## config.mk

```make
export PLATFORM = sky130hd
export DESIGN_NAME = ps2_host_tx
export DESIGN_NICKNAME = d
export VERILOG_FILES = /design/src/rtl/ps2_host_tx.sv
export SDC_FILE = /design/constraint.sdc
export NUM_CORES = 1
export LEC_CHECK = 0
export CAP_MARGIN = 20
export CORE_MARGIN = 8
export CORE_UTILIZATION = 55
export CTS_CLUSTER_SIZE = 40
export DETAILED_ROUTE_END_ITERATION = 16
export GPL_ROUTABILITY_DRIVEN = 0
export MAX_ROUTING_LAYER = met4
export PLACE_DENSITY = 0.8
export SLEW_MARGIN = 30
export SYNTH_ARGS = -nofsm -noshare
export SYNTH_HDL_FRONTEND = slang
export SYNTH_SLANG_ARGS = --single-unit
export TNS_END_PERCENT = 30
```

## constraint.sdc

```tcl
create_clock -name clk -period 2.8 [get_ports clk]
set_input_delay 0.28 -clock clk [delete_from_list [all_inputs] [get_ports clk]]
set_output_delay 0.28 -clock clk [all_outputs]
set_load 0.03 [all_outputs]
```

## src/rtl/ps2_host_tx.sv

```systemverilog
// ps2_host_tx: host-to-device PS/2 command transmitter.
// It sends one byte using the host request-to-send sequence: it inhibits the clock,
// drives the start bit, shifts the data LSB first, then parity and stop, and samples
// the device ACK. It drives the open-drain lines only through output enables.
// Ports:
//   clk, rst          system clock, asynchronous active-low reset
//   tx_data/tx_valid  command byte and request; accepted when tx_valid && tx_ready
//   tx_ready, busy    idle / in-progress status
//   ps2_clk_in/ps2_data_in   raw line levels (asynchronous)
//   ps2_clk_oe/ps2_data_oe   1 = pull line low, 0 = release
//   tx_done/tx_ack_err/tx_timeout  one-cycle result pulses, exactly one per byte
module ps2_host_tx #(
  parameter int unsigned INHIBIT_CYCLES = 10000,
  parameter int unsigned TIMEOUT_CYCLES = 1500000
) (
  input  logic       clk,
  input  logic       rst,
  input  logic [7:0] tx_data,
  input  logic       tx_valid,
  output logic       tx_ready,
  input  logic       ps2_clk_in,
  input  logic       ps2_data_in,
  output logic       ps2_clk_oe,
  output logic       ps2_data_oe,
  output logic       busy,
  output logic       tx_done,
  output logic       tx_ack_err,
  output logic       tx_timeout
);

  localparam int unsigned CNT_MAX = (INHIBIT_CYCLES > TIMEOUT_CYCLES) ? INHIBIT_CYCLES
                                                                      : TIMEOUT_CYCLES;
  localparam int unsigned CNT_W   = $clog2(CNT_MAX + 1);

  typedef enum logic [2:0] {
    ST_IDLE,
    ST_INHIBIT,
    ST_REQ,
    ST_SHIFT,
    ST_ACK,
    ST_WAIT_IDLE
  } state_e;

  state_e           state_q, state_d;
  logic [9:0]       shift_q, shift_d;
  logic [3:0]       bit_cnt_q, bit_cnt_d;
  logic [CNT_W-1:0] cnt_q, cnt_d, cnt_inc;
  logic             clk_oe_q, clk_oe_d;
  logic             data_oe_q, data_oe_d;
  logic             ack_q, ack_d;
  logic             done_q, done_d;
  logic             err_q, err_d;
  logic             to_q, to_d;
  logic             ready_q, busy_q;
  logic             expire;

  logic clk_s1_q, clk_s2_q, clk_prev_q;
  logic data_s1_q, data_s2_q;
  logic fe;

  // Two-flop synchronisers plus a delayed copy of the clock for edge detection
  always_ff @(posedge clk or negedge rst) begin
    if (!rst) begin
      clk_s1_q   <= 1'b1;
      clk_s2_q   <= 1'b1;
      clk_prev_q <= 1'b1;
      data_s1_q  <= 1'b1;
      data_s2_q  <= 1'b1;
    end else begin
      clk_s1_q   <= ps2_clk_in;
      clk_s2_q   <= clk_s1_q;
      clk_prev_q <= clk_s2_q;
      data_s1_q  <= ps2_data_in;
      data_s2_q  <= data_s1_q;
    end
  end

  assign fe      = clk_prev_q & ~clk_s2_q;
  assign cnt_inc = cnt_q + CNT_W'(1);

  // State and output registers
  always_ff @(posedge clk or negedge rst) begin
    if (!rst) begin
      state_q   <= ST_IDLE;
      shift_q   <= '0;
      bit_cnt_q <= '0;
      cnt_q     <= '0;
      clk_oe_q  <= 1'b0;
      data_oe_q <= 1'b0;
      ack_q     <= 1'b0;
      done_q    <= 1'b0;
      err_q     <= 1'b0;
      to_q      <= 1'b0;
      ready_q   <= 1'b1;
      busy_q    <= 1'b0;
    end else begin
      state_q   <= state_d;
      shift_q   <= shift_d;
      bit_cnt_q <= bit_cnt_d;
      cnt_q     <= cnt_d;
      clk_oe_q  <= clk_oe_d;
      data_oe_q <= data_oe_d;
      ack_q     <= ack_d;
      done_q    <= done_d;
      err_q     <= err_d;
      to_q      <= to_d;
      ready_q   <= (state_d == ST_IDLE);
      busy_q    <= (state_d != ST_IDLE);
    end
  end

  // Next-state and registered-output logic
  always_comb begin
    state_d   = state_q;
    shift_d   = shift_q;
    bit_cnt_d = bit_cnt_q;
    cnt_d     = cnt_q;
    clk_oe_d  = clk_oe_q;
    data_oe_d = data_oe_q;
    ack_d     = ack_q;
    done_d    = 1'b0;
    err_d     = 1'b0;
    to_d      = 1'b0;
    expire    = 1'b0;

    case (state_q)
      ST_IDLE: begin
        clk_oe_d  = 1'b0;
        data_oe_d = 1'b0;
        if (tx_valid) begin
          // Frame after the start bit: data LSB first, odd parity, stop
          shift_d   = {1'b1, ~^tx_data, tx_data};
          bit_cnt_d = '0;
          cnt_d     = '0;
          clk_oe_d  = 1'b1;
          state_d   = ST_INHIBIT;
        end
      end
      ST_INHIBIT: begin
        cnt_d = cnt_inc;
        if (cnt_q == CNT_W'(INHIBIT_CYCLES - 1)) begin
          data_oe_d = 1'b1;
          state_d   = ST_REQ;
        end
      end
      ST_REQ: begin
        clk_oe_d = 1'b0;
        cnt_d    = '0;
        state_d  = ST_SHIFT;
      end
      ST_SHIFT: begin
        if (fe) begin
          data_oe_d = ~shift_q[bit_cnt_q];
          bit_cnt_d = bit_cnt_q + 4'd1;
          cnt_d     = '0;
          if (bit_cnt_q == 4'd9) state_d = ST_ACK;
        end else begin
          cnt_d  = cnt_inc;
          expire = (cnt_inc == CNT_W'(TIMEOUT_CYCLES));
        end
      end
      ST_ACK: begin
        data_oe_d = 1'b0;
        if (fe) begin
          ack_d   = data_s2_q;
          cnt_d   = '0;
          state_d = ST_WAIT_IDLE;
        end else begin
          cnt_d  = cnt_inc;
          expire = (cnt_inc == CNT_W'(TIMEOUT_CYCLES));
        end
      end
      ST_WAIT_IDLE: begin
        if (clk_s2_q && data_s2_q) begin
          done_d  = ~ack_q;
          err_d   = ack_q;
          cnt_d   = '0;
          state_d = ST_IDLE;
        end else if (fe) begin
          cnt_d = '0;
        end else begin
          cnt_d  = cnt_inc;
          expire = (cnt_inc == CNT_W'(TIMEOUT_CYCLES));
        end
      end
      default: begin
        clk_oe_d  = 1'b0;
        data_oe_d = 1'b0;
        state_d   = ST_IDLE;
      end
    endcase

    // Device stopped clocking or the bus never went idle: abandon the frame
    if (expire) begin
      clk_oe_d  = 1'b0;
      data_oe_d = 1'b0;
      to_d      = 1'b1;
      cnt_d     = '0;
      state_d   = ST_IDLE;
    end
  end

  assign tx_ready    = ready_q;
  assign busy        = busy_q;
  assign ps2_clk_oe  = clk_oe_q;
  assign ps2_data_oe = data_oe_q;
  assign tx_done     = done_q;
  assign tx_ack_err  = err_q;
  assign tx_timeout  = to_q;

endmodule

```

==> results.yml, run 1 <==
grt:
  grt_first_pass_wirelength_um: 11500
  vias_in_the_first_global_route: 2393
  global_route.overflow_total: 0
  initial_antenna_violation_count: 0
  gr-usage-all-layers_pct: 19.2
  grt_start_max_net_pins: 49
timing:
  rsz0062_at_grt: "no"
  final_hold_viol_count: 0
  crit_path_time_final_ps: 2610
  final_critical_path_setup_slack_ps: 192
  setup_viol: 0
  slew_headroom_pct: 59.7
  max_clock_freq_mhz: 384
  finalCritPeriodShare_pct: 93.1
  maxSlewViolCount: 0
  timing.setup.tns_ps: 0
  clock_skew_ps: 12.4
  worst_max_slew_pin_slew_ps: 605
logic_synthesis:
  synth.ff_latch_count: 51
  syn-num-nets: 326
  synthesis.area_per_instance_um2: 9.38
  synthDistinctLibCells: 52
  warning_count_from_the_yosys_run: 0
  synthCells: 310
  synth_flop_cell: "sky130_fd_sc_hd__dfrtp_1"
  mappedNetlistArea_um2: 2910
  synth_sequential_area_ratio_pct: 44.1
  async_flop_share_pct: 100
  synth-edff-count: 0
layout:
  finish.net_count: 341
  multiInputGateArea_um2: 1520
  layout.area.seq_um2: 1280
  drive_gt1_share_pct: 12.6
  areaGrowthSynthToFinish_pct: 11.6
  layout_commonest_cell: "sky130_fd_sc_hd__dfrtp_1"
  n_diodes: 0
  layout.cells.most_common_list: "45 x sky130_fd_sc_hd__dfrtp_1, 26 x sky130_fd_sc_hd__o21ai_0, 24 x sky130_fd_sc_hd__nand2_1"
  layout.filler_cells: 432
run:
  max_cap_viol_count: 0
power:
  largest_voltage_drop_on_the_vdd_net_mv: 0.256
  power.leakage_nw: 1.32
  power.density_cell_area_nw_per_um2: 394
floorplanning:
  initial_core_util_pct: 57.0
  fp.dieArea_um2: 7870
  design.core.area_um2: 5110
  io_pins: 20
  rows: 26
  die_wd_um: 88.7
  chipHeight_um: 88.7
setup_path:
  crit_arrival_ps: 2820
  worst_setup_path_end_kind: "register"
  critical_path.reg2reg.startpoint: "cnt_q[0]$_DFFE_PN0P_"
  ff2ff_setup_slack_ps: 190
  timing.critical_path.fanout_max: 12
  criticalPathCategory: "reg2reg"
  setup.worst_path.start_class: "register"
  data_required_time_of_the_critical_path_ps: 3010
  crit-reg2reg-capture: "cnt_q[18]$_DFFE_PN0P_"
  r2r_cells: 8
drt:
  vias_per_cell: 6.28
  totalWireLength_um: 6700
  antenna_violating_nets_post_route: 0
  wl_per_cell_um: 16.9
  remaining_drc_errors: 0
  drt_iter0_markers: 257
  drt-pass1-iter-count: 5
  vias: 2488
clock_tree:
  path_clk_slew_ps: 100
  buffer_count_from_post_cts_setup_fixing: 0
  tritoncts: "built"
  tritoncts_num_sinks: 51
  number_of_buffers_added_by_the_clock_tree_synthesis_step: 5
  cts_htree_levels: 2
  clock_latency_ps: 320
  clk_root_buffer_cell: "sky130_fd_sc_hd__clkbuf_8"
  ctsLongestPathBuffers: 2
hold_path:
  holdPathEnd: "clk_s1_q$_DFF_PN1_"
  worstHoldPathCells: 1
  timing.hold.worst.start: "ps2_clk_in"
  hp-class: "in2reg"
place:
  detailed_place_hpwl_um: 4740
  port_buffers: 19
  detailedPlace.worstSlack_ps: 129
run_status:
  status: "finished, final reports clean"
cell usage after synthesis (all sizes together) (6+ instances only):
master | instances | area (um^2)
dfrtp | 45 | 1130
o21ai | 26 | 130
nand2 | 24 | 90.1
nor2 | 22 | 82.6
nor3 | 17 | 85.1
a21oi | 14 | 70.1
nand3 | 13 | 70.1
nand4 | 12 | 81.3
xnor2 | 11 | 96.3
buf | 10 | 58.8
mux2 | 10 | 113
clkbuf | 8 | 30.0
nand2b | 7 | 43.8
nor4 | 7 | 50.1
dfstp | 6 | 158
inv | 6 | 22.5
o31ai | 6 | 45.0
worst max-delay path by stage:
| stage | from | to | slack, ps |
|---|---|---|---|
| detailed placement | cnt_q[0]$_DFFE_PN0P_ | cnt_q[18]$_DFFE_PN0P_ | 130 |
| CTS | cnt_q[0]$_DFFE_PN0P_ | cnt_q[18]$_DFFE_PN0P_ | 120 |
| floorplan | cnt_q[0]$_DFFE_PN0P_ | cnt_q[18]$_DFFE_PN0P_ | 450 |
| finish | cnt_q[0]$_DFFE_PN0P_ | cnt_q[18]$_DFFE_PN0P_ | 190 |
| global route | cnt_q[0]$_DFFE_PN0P_ | cnt_q[18]$_DFFE_PN0P_ | 40 |
| global placement | cnt_q[0]$_DFFE_PN0P_ | cnt_q[18]$_DFFE_PN0P_ | 180 |
layout make-up:
| cell class | instances | share of cell area (%) |
|---|---|---|
| clock buffers | 6 | 2.24 |
| clock inverters | 2 | 0.501 |
| well taps | 70 | 2.70 |
| inverters | 6 | 0.694 |
| flip-flops and latches | 51 | 39.6 |
| multi-input cells | 235 | 46.8 |
| repair buffers | 26 | 7.48 |
worst max-delay path: stages (launching register included):
cell                        delay [ps]
sky130_fd_sc_hd__dfrtp_1           450
sky130_fd_sc_hd__ha_2              270
sky130_fd_sc_hd__nand3_2           180
sky130_fd_sc_hd__or3_1             370
sky130_fd_sc_hd__a2111oi_2         300
sky130_fd_sc_hd__o22ai_1           140
sky130_fd_sc_hd__and4bb_4          470
sky130_fd_sc_hd__o31ai_1           100
sky130_fd_sc_hd__a22o_1            230
what timing repair did:
action	CTS	global route
endpoints found under the setup margin	0	8
hold buffers	1	0
gates resized for setup	0	2
hold endpoints to repair	45	0
cells by family (layout without fill, tap and decap cells):
logic type,count (synthesis),in the layout,synth area share [%]
fa+ha+maj,3,3,1.29
mux,16,16,6.80
buf+inv,24,40,3.83
flops,51,51,44.1
simple gates,135,135,25.5
xor+xnor,12,12,3.61
compound gates,69,69,14.9
flip-flops by register name, indices dropped and copies added (netlist names), 3 cells and up:
name and cells:
state_q 3, shift_q 10, cnt_q 21, bit_cnt_q 4
power by group:
part / switching (mW) / total (mW) / internal [mW] / leakage, nW
logic: 0.0349 / 0.0700 / 0.0351 / 0.688
clock network: 0.265 / 0.445 / 0.180 / 0.0418
registers: 0.0155 / 0.763 / 0.748 / 0.590
total: 0.315 / 1.28 / 0.963 / 1.32
through the flow:
step | util, % | cells | cell area, um^2 | total power [mW] | hold WS [ps]
finish | 63.5 | 396 | 3250 | 1.28 | 348
global route | 63.5 | 396 | 3250 | 1.32 | 360
CTS | 63.4 | 396 | 3240 | 1.28 | 347
detailed placement | 61.5 | 387 | 3140 | 0.847 | 327
global placement | 61.4 | 387 | 3140 | 0.844 | 347
floorplan | - | 310 | 2910 | 0.805 | -15.6
layer usage:
layer	wire (um)	global-route usage [%]	up-vias
met5	0	-	-
met4	125	6.30	0
met3	376	3.34	16
met2	3290	30.5	108
met1	2910	24.0	1195
li1	-	-	1169
Note: power is estimated with default switching activity, not from simulation.
==> run 2: changes to the inputs <==
--- a/config.mk
+++ b/config.mk
@@ -6,13 +6,14 @@
 export NUM_CORES = 1
 export LEC_CHECK = 0
 export CAP_MARGIN = 20
+export CORE_ASPECT_RATIO = 0.6
 export CORE_MARGIN = 8
-export CORE_UTILIZATION = 55
+export CORE_UTILIZATION = 52
 export CTS_CLUSTER_SIZE = 40
 export DETAILED_ROUTE_END_ITERATION = 16
 export GPL_ROUTABILITY_DRIVEN = 0
 export MAX_ROUTING_LAYER = met4
-export PLACE_DENSITY = 0.8
+export PLACE_DENSITY = 0.77
 export SLEW_MARGIN = 30
 export SYNTH_ARGS = -nofsm -noshare
 export SYNTH_HDL_FRONTEND = slang
==> run 2 against run 1 <==
- the run now ends with negative hold slack left
- worst setup slack got worse by 110 ps
- core utilization fell by 4.3 points
- non-clock buffer count rose by 2
- critical path type unchanged
- highest routed layer unchanged
==> results.yml, run 2 (synthesis results as in run 1) <==
clock_tree:
  tritoncts: "built"
  clk_root_buffer_cell: "sky130_fd_sc_hd__clkbuf_8"
  tritoncts_num_sinks: 51
  number_of_buffers_added_by_the_clock_tree_synthesis_step: 5
  ctsLongestPathBuffers: 2
  path_clk_slew_ps: 100
  hold_buffers: 0
  clock_latency_ps: 310
  cts_htree_levels: 2
run_status:
  failing_checks: "negative hold slack"
  status: "finished with violations"
power:
  power.sequential.fraction_pct: 60.5
  power.combinational.fraction_pct: 6.0
  power_switching_share_pct: 23.8
  power.leakage_nw: 1.33
  power_switching_mw: 0.299
  intPower_mw: 0.959
  power.density_cell_area_nw_per_um2: 387
  largest_voltage_drop_on_the_vdd_net_mv: 0.245
  power_share_of_the_clock_group_pct: 33.5
drt:
  drt-pass1-iter-count: 7
  remaining_drc_errors: 0
  vias_per_cell: 6.44
  totalWireLength_um: 7300
  wl_per_cell_um: 18.4
  vias: 2558
  drt_iter0_markers: 325
  antenna_violating_nets_post_route: 0
floorplanning:
  die_wd_um: 113
  fp.dieArea_um2: 8320
  chipHeight_um: 73.9
  design.core.area_um2: 5490
  initial_core_util_pct: 53.0
  rows: 21
  io_pins: 20
place:
  post_dp_cell_area_um2: 3160
  detailed_place_hpwl_um: 5270
  detailedPlace.worstSlack_ps: 82.2
  port_buffers: 19
timing:
  final_hold_viol_count: 25
  maxSlewViolCount: 0
  hold-worst-slack_ps: -22.3
  final_critical_path_setup_slack_ps: 78.5
  finalCritPeriodShare_pct: 97.2
  clock_skew_ps: 11.9
  slew_headroom_pct: 58.4
  timing.setup.tns_ps: 0
  setup_viol: 0
  max_clock_freq_mhz: 367
  worst_max_slew_pin_slew_ps: 624
  crit_path_time_final_ps: 2720
grt:
  vias_in_the_first_global_route: 2304
  grt_first_pass_wirelength_um: 12100
  gr-usage-all-layers_pct: 18.9
  grt_start_max_net_pins: 51
  initial_antenna_violation_count: 0
  global_route.overflow_total: 0
layout:
  layout_commonest_cell: "sky130_fd_sc_hd__dfrtp_1"
  drive_gt1_share_pct: 13.4
  largest_registers: "cnt_q x21, shift_q x10, bit_cnt_q x4"
  finish.net_count: 343
  n_diodes: 0
  areaGrowthSynthToFinish_pct: 11.8
  stdcell_area_um2: 3250
  largest_register_ffs: 21
  largest-register: "cnt_q"
  layout.cells.most_common_list: "45 x sky130_fd_sc_hd__dfrtp_1, 26 x sky130_fd_sc_hd__o21ai_0, 24 x sky130_fd_sc_hd__nand2_1"
run:
  max_cap_viol_count: 0
setup_path:
  data_required_time_of_the_critical_path_ps: 3010
  ff2ff_setup_slack_ps: 80
  worst_setup_path_end_kind: "register"
  timing.critical_path.fanout_max: 12
  criticalPathCategory: "reg2reg"
  crit_arrival_ps: 2930
  setup.worst_path.start_class: "register"
hold_path:
  hp-class: "in2async"
run 2: changes by cell type in the layout (fill, tap and decap cells not counted), sizes merged:
| cell | delta |
|---|---|
| clkinv | +1 |
| dlygate4sd3 | -1 |
| inv | -1 |
| buf | +3 |
run 2: power by group through the flow:
| stage | Combinational (mW) | Sequential, mW | Clock, mW |
|---|---|---|---|
| global route | 0.0842 | 0.763 | 0.459 |
| global placement | 0.0746 | 0.775 | 0 |
| finish | 0.0758 | 0.762 | 0.421 |
| detailed placement | 0.0765 | 0.775 | 0 |
| floorplan | 0.0386 | 0.767 | 0 |
| CTS | 0.0770 | 0.761 | 0.432 |
run 2: cell type report:
cell class,instances,area [um^2]
repair buffers,28,255
multi-input cells,235,1520
fillers,477,2240
clock buffers,6,72.6
clock inverters,2,12.5
well taps,69,86.3
inverters,6,22.5
flip-flops and latches,51,1280
run 2: critical path: stages, from the launching register on:
cell and delay, ps:
sky130_fd_sc_hd__dfrtp_1 450, sky130_fd_sc_hd__ha_2 290, sky130_fd_sc_hd__nand3_2 190, sky130_fd_sc_hd__or3_1 380, sky130_fd_sc_hd__a2111oi_2 340, sky130_fd_sc_hd__o22ai_1 160, sky130_fd_sc_hd__and4bb_4 470, sky130_fd_sc_hd__o31ai_1 100
sky130_fd_sc_hd__a22o_1 230
run 2: metal layers:
layer / vias to the layer above / part of all wire, % / GRT usage, %
met4: 0 / 0.97 / 3.41
met1: 1211 / 51 / 29.0
met3: 13 / 9.6 / 3.97
met2: 153 / 39 / 24.3
met5: - / 0 / -
li1: 1181 / - / -
run 2: worst paths after layout:
check / depth (start not counted) / end / start
worst max-delay path: 8 / cnt_q[18]$_DFFE_PN0P_ / cnt_q[1]$_DFFE_PN0P_
worst min-delay path: 1 / tx_timeout$_DFF_PN0_ / rst
worst max register to register: 8 / cnt_q[18]$_DFFE_PN0P_ / cnt_q[1]$_DFFE_PN0P_
worst min register to register: 0 / clk_s2_q$_DFF_PN1_ / clk_s1_q$_DFF_PN1_
max in group asynchronous: 2 / data_s1_q$_DFF_PN1_ / rst
min in group clk: 0 / clk_s2_q$_DFF_PN1_ / clk_s1_q$_DFF_PN1_
run 2: through the flow:
stage,power [mW],std cells,util [%]
2_1_floorplan,0.805,310,-
3_3_place_gp,0.849,389,57.5
6_report,1.26,397,59.2
4_1_cts,1.27,397,59.1
3_5_place_dp,0.851,389,57.6
5_1_grt,1.31,397,59.2
run 2: timing repair:
item / 4_1_cts / 5_1_grt
gates resized for setup: 0 / 2
buffers inserted: 0 / 0
setup endpoints to repair: 0 / 8
